## src/rtl/frame_sequencer_if.sv

```systemverilog
// Producer-to-sequencer frame handshake.
// Data must stay stable while frameValid=1 and frameReady=0.
interface frame_sequencer_if;
  logic        frameValid;
  logic        frameReady;
  logic [41:0] frameBits;
  logic [13:0] frameIdAndDuration;

  modport master (
    output frameValid,
    output frameBits,
    output frameIdAndDuration,
    input  frameReady
  );

  modport slave (
    input  frameValid,
    input  frameBits,
    input  frameIdAndDuration,
    output frameReady
  );
endinterface

```

## src/rtl/frame_sequencer.sv

```systemverilog
// Frame FIFO plus display timer.
// Each frame is held on the outputs for max(duration,1) prescaled ticks.
module frame_sequencer #(
  parameter int DEPTH    = 4,
  parameter int TICK_DIV = 50000
) (
  input  logic                clk,
  input  logic                resetN,
  frame_sequencer_if.slave    frm,
  input  logic                enable,
  output logic [41:0]         bitsOut,
  output logic [13:0]         idAndDurationOut,
  output logic                active,
  output logic                frameDone
);

  localparam int AW = (DEPTH > 2) ? $clog2(DEPTH) : 1;
  localparam int CW = AW + 1;
  localparam int PW = (TICK_DIV > 1) ? $clog2(TICK_DIV) : 1;
  localparam logic [PW-1:0] TICK_LAST = PW'(TICK_DIV - 1);
  localparam logic [CW-1:0] FULL_CNT  = CW'(DEPTH);

  typedef enum logic {
    IDLE,
    SHOW
  } state_t;

  state_t stateQ;
  state_t stateD;

  logic [55:0]   mem [DEPTH];
  logic [AW-1:0] wrPtr;
  logic [AW-1:0] rdPtr;
  logic [CW-1:0] count;
  logic          readyQ;

  logic [PW-1:0] prescaler;
  logic [7:0]    remaining;

  logic          push;
  logic          pop;
  logic          notEmpty;
  logic          tickHit;
  logic          expire;
  logic [55:0]   head;
  logic [7:0]    headDur;

  // readyQ keeps frameReady low while reset is held
  assign frm.frameReady = readyQ && (count != FULL_CNT);

  assign push     = frm.frameValid && frm.frameReady;
  assign notEmpty = (count != '0);
  assign head     = mem[rdPtr];
  assign headDur  = head[7:0];
  assign tickHit  = enable && (prescaler == TICK_LAST);
  assign expire   = (stateQ == SHOW) && tickHit
                 && (remaining == 8'd1);

  always_ff @(posedge clk or negedge resetN) begin
    if (!resetN) begin
      readyQ <= 1'b0;
    end else begin
      readyQ <= 1'b1;
    end
  end

  always_ff @(posedge clk) begin
    if (push) begin
      mem[wrPtr] <= {frm.frameBits, frm.frameIdAndDuration};
    end
  end

  always_ff @(posedge clk or negedge resetN) begin
    if (!resetN) begin
      wrPtr <= '0;
      rdPtr <= '0;
      count <= '0;
    end else begin
      if (push) begin
        wrPtr <= wrPtr + AW'(1);
      end
      if (pop) begin
        rdPtr <= rdPtr + AW'(1);
      end
      unique case ({push, pop})
        2'b10:   count <= count + CW'(1);
        2'b01:   count <= count - CW'(1);
        default: count <= count;
      endcase
    end
  end

  always_ff @(posedge clk or negedge resetN) begin
    if (!resetN) begin
      stateQ <= IDLE;
    end else begin
      stateQ <= stateD;
    end
  end

  always_comb begin
    stateD = stateQ;
    unique case (stateQ)
      IDLE: begin
        if (enable && notEmpty) begin
          stateD = SHOW;
        end
      end
      SHOW: begin
        if (expire && !notEmpty) begin
          stateD = IDLE;
        end
      end
      default: stateD = IDLE;
    endcase
  end

  always_comb begin
    pop       = 1'b0;
    frameDone = 1'b0;
    active    = 1'b0;
    unique case (stateQ)
      IDLE: begin
        pop = enable && notEmpty;
      end
      SHOW: begin
        active    = 1'b1;
        frameDone = expire;
        pop       = expire && notEmpty;
      end
      default: begin
        pop = 1'b0;
      end
    endcase
  end

  // A pop always loads the head, whether from IDLE or back-to-back
  always_ff @(posedge clk or negedge resetN) begin
    if (!resetN) begin
      bitsOut          <= '0;
      idAndDurationOut <= '0;
      prescaler        <= '0;
      remaining        <= '0;
    end else if (pop) begin
      bitsOut          <= head[55:14];
      idAndDurationOut <= head[13:0];
      prescaler        <= '0;
      remaining        <= (headDur == 8'd0) ? 8'd1 : headDur;
    end else if (stateQ == SHOW && enable) begin
      if (tickHit) begin
        prescaler <= '0;
        remaining <= remaining - 8'd1;
      end else begin
        prescaler <= prescaler + PW'(1);
      end
    end
  end

endmodule

```

## src/flat_wrapper.sv

```systemverilog
// flat-port wrapper written by rule: the top's interface ports become plain ports
module frame_sequencer_flat 
#(
  parameter int DEPTH    = 4,
  parameter int TICK_DIV = 50000
)
  (clk, resetN, enable, bitsOut, idAndDurationOut, active, frameDone, frm_frameValid, frm_frameBits, frm_frameIdAndDuration, frm_frameReady);
  frame_sequencer_if frm_i ();
  input  logic clk;
  input  logic resetN;
  input  logic enable;
  output logic [41:0] bitsOut;
  output logic [13:0] idAndDurationOut;
  output logic active;
  output logic frameDone;
  input wire logic [$bits(frm_i.frameValid)-1:0] frm_frameValid;
  input wire logic [$bits(frm_i.frameBits)-1:0] frm_frameBits;
  input wire logic [$bits(frm_i.frameIdAndDuration)-1:0] frm_frameIdAndDuration;
  output wire logic [$bits(frm_i.frameReady)-1:0] frm_frameReady;
  assign frm_i.frameValid = frm_frameValid;
  assign frm_i.frameBits = frm_frameBits;
  assign frm_i.frameIdAndDuration = frm_frameIdAndDuration;
  assign frm_frameReady = frm_i.frameReady;
  frame_sequencer #(.DEPTH(DEPTH), .TICK_DIV(TICK_DIV)) u_core (.clk(clk), .resetN(resetN), .frm(frm_i), .enable(enable), .bitsOut(bitsOut), .idAndDurationOut(idAndDurationOut), .active(active), .frameDone(frameDone));
endmodule
```

## config.mk

```make
export PLATFORM = sky130hd
export DESIGN_NAME = frame_sequencer_flat
export DESIGN_NICKNAME = d
export VERILOG_FILES = /design/src/rtl/frame_sequencer_if.sv /design/src/rtl/frame_sequencer.sv /design/src/flat_wrapper.sv
export SDC_FILE = /design/constraint.sdc
export NUM_CORES = 1
export LEC_CHECK = 0
export BUFFER_PORTS_ARGS = -buffer_cell sky130_fd_sc_hd__buf_2
export CAP_MARGIN = 20
export CORE_ASPECT_RATIO = 0.6
export CORE_MARGIN = 3
export CORE_UTILIZATION = 30
export CTS_BUF_LIST = sky130_fd_sc_hd__clkbuf_16
export DETAILED_ROUTE_END_ITERATION = 8
export MAX_ROUTING_LAYER = met4
export RECOVER_POWER = 100
export SLEW_MARGIN = 15
export SYNTH_ARGS = -nofsm -noshare
export SYNTH_HDL_FRONTEND = slang
export SYNTH_SLANG_ARGS = --single-unit
```

## constraint.sdc

```tcl
create_clock -name clk -period 4.35 [get_ports clk]
set_input_delay 0.6525 -clock clk [delete_from_list [all_inputs] [get_ports clk]]
set_output_delay 0.6525 -clock clk [all_outputs]
set_load 0.02 [all_outputs]
```

==> metrics <==
worst IR drop on VDD=0.000287 V; register area=0.00896 sq mm; RSZ-0062 raised after global routing=no; vias in the first global route=6555; Post-Syn Nets=785; Mapped Cells=716; Max Slew Vio Count=353; post-synth cell types=38; Global Route Usage Sum=0.125; Cell Pwr Density=476 mW/mm^2; f_max=0.285 GHz; Mean Syn Cell Area=16.7 sq um; critical hold path startpoint=frm_frameBits[16]; Synth Register Bits=313; Max Cap Violations=7; Multi-input gate area=0.00278 sq mm; RR Endpoint=u_core.remaining[0]; final hold vios=0; num rows=55; Final Net Count=914; kind of critical path=reg -> reg; CTS tree=done; first-pass iteration count of the detailed router=4; Relative slew margins=-0.516; RR Startpoint=u_core.prescaler[4]; fin crit period=3.51 ns; # port buffers=118; I/O pins=119; initial antenna violation count=4; Initial Utilization=0.311; Worst-Skew Late Latency=0.56 ns; Reg clk slew, reported paths=0.06 ns; Via density=4.53; class of the worst hold path=in -> reg; internal reg-to-reg setup slack=0.84 ns; Worst Hold Endpoint=u_core.mem[1][30]; Final HPWL DP=14900 um; leakage=5.02 nW; Synth Area in XOR/XNOR=0.0198; Post-Place Worst Slack=1.26 ns; area fraction in and, or, nand and nor cells after synthesis=0.0878; crit path DAT=3.88 ns; Remaining DRCs=0; DR vias=6280; Final setup viols=0; Ys Warns=0; post_cts resized=0; clk sinks=313; share of layout cells above drive strength 1=0.135; largest net degree at the start of global routing=65; compound-cell area share of the yosys netlist=0.00910; Post-Synth Adder-Cell Area=0.0100; core area=0.0385 sq mm; Die X=264 um; post-CTS setup buffer count=0; data required time of the worst path=4.72 ns; crit share post-route=0.806; outcome=finished, violations left; main combinational cell family by area after synthesis=multiplexers; WL final=25600 um; worst reg2reg path depth=6; worst setup margin=0.843 ns; Fillers=3627; cts bufs inserted=31; H-Tree Depth=1; Root Buffer=clkbuf_16; multiplexer share of the synthesized area=0.105; Post-DRT Antenna Nets=0; Area growth syn-to-layout=16.6%; Seq/Total Area, Yosys=0.749; Die H=161 um; failing checks=capacitance limit, slew limit; worst hold stages=1; WL/cell=18.5 um; Hold-fix buffers, CTS=0; clock buffer depth=3; Worst Setup Start Kind=flip-flop; clk_skew=0.00926 ns; full die area=0.0424 sq mm; first-pass GRT wire length=39600 um; sum of negative setup slack=0 ns; Critical Path Fanout Max=59; DRT iter0 DRCs=380; Synth Cell Area=0.0120 sq mm; GRT Residual Overflow=0; Slew @ Worst Pin=2.27 ns; CP endpoint kind=flip-flop; RD Place Congestion=0.762; total power=6.63 mW
==> cell usage after synthesis, drive strengths merged <==
master,number,area [sq um]
buf,17,126
dfrtp,89,2230
a32o,1,10.0
mux4,56,1260
and4,2,17.5
ha,8,100
and2,2,12.5
inv,14,52.6
nor4,4,25.0
o31a,1,8.76
nand4,5,31.3
xor2,11,96.3
a21oi,2,10.0
or4,2,18.8
nand3,9,45.0
o21ai,11,55.1
clkbuf,12,45.0
a31oi,1,6.26
nor3,10,50.1
or3,1,6.26
nand2,182,683
o31ai,1,7.51
or4b,3,30.0
nand4b,1,8.76
conb,1,3.75
nand3b,1,7.51
nor2,22,82.6
edfxtp,224,6730
fa,1,20.0
and3,5,31.3
o41a,1,11.3
xnor2,16,140
==> how the worst max path moves through the flow <==
stage,start,end,slack (ns)
after floorplan,u_core.prescaler[4],u_core.count[2],1.12
after global placement,u_core.prescaler[4],u_core.count[2],1.31
after detailed placement,u_core.prescaler[4],u_core.count[2],1.26
after CTS,u_core.prescaler[4],frameDone,1.06
after global routing,resetN,u_core.bitsOut[19],0.57
final,u_core.prescaler[4],u_core.remaining[0],0.84
==> per-layer routing <==
layer | track usage | vias to the layer above | wire (um)
met5 | - | - | 0
met4 | 0.0219 | 0 | 351
met3 | 0.0314 | 27 | 1330
met2 | 0.190 | 130 | 11800
met1 | 0.173 | 3217 | 12100
li1 | - | 2906 | -
==> critical path, stage by stage, from the launching register on <==
cell and delay [ns]:
dfrtp_1 0.42, or4b_1 0.57, or4_1 0.62, o31a_2 0.37
clkbuf_2 0.83, nor3_1 0.42, a21oi_1 0.06
==> report_power, final <==
part / switching (mW) / internal, mW / leakage (nW)
Sequential: 0.0889 / 3.49 / 3.24
Clock: 1.11 / 1.53 / 0.498
Combinational: 0.284 / 0.126 / 1.29
==> cell usage in the layout, fill, tap and decap left out, drive strengths merged, types with 3 or more instances in the layout <==
cell type and count:
edfxtp 224, nand2 182, clkbuf 150, dfrtp 89, mux4 56, nor2 22, inv 17, xnor2 16
clkinv 15, o21ai 11, xor2 11, nor3 10, nand3 9, ha 8, buf 6, nand4 5
and3 5, diode 4, nor4 4, bufinv 4, clkinvlp 4, or4b 3
==> state kept, by name, summed over array words and instances, names as in the netlist <==
register,count
u_core.bitsOut,42
u_core.count,3
u_core.idAndDurationOut,14
u_core.mem,224
u_core.prescaler,16
u_core.rdPtr,2
u_core.readyQ,1
u_core.remaining,8
u_core.stateQ,1
u_core.wrPtr,2
==> final cells by class <==
type,instances,area share
clock inverters,26,0.0166
multi-input cells,360,0.200
flip-flops and latches,313,0.643
repair buffers,125,0.0350
diodes,4,0.000718
clock buffers,31,0.0556
inverters,14,0.00377
well taps,513,0.0460
==> through the flow <==
step	hold slack [ns]	area [sq um]	cells	util
floorplan	0.357	12000	716	-
global placement	0.454	13100	1325	0.341
detailed placement	0.457	13100	1325	0.341
CTS	0.0784	14100	1382	0.367
global route	0.331	13900	1386	0.362
finish	0.351	13900	1386	0.362
==> cells by family after synthesis <==
logic type               Yosys count
flip-flops                       313
AND/OR/NAND/NOR                  249
multiplexers                      56
buffers and inverters             43
XOR/XNOR                          27
AO/OA/AOI/OAI                     18
adder cells (fa/ha/maj)            9
other                              1
No activity file was read; power rests on OpenSTA's default activity.
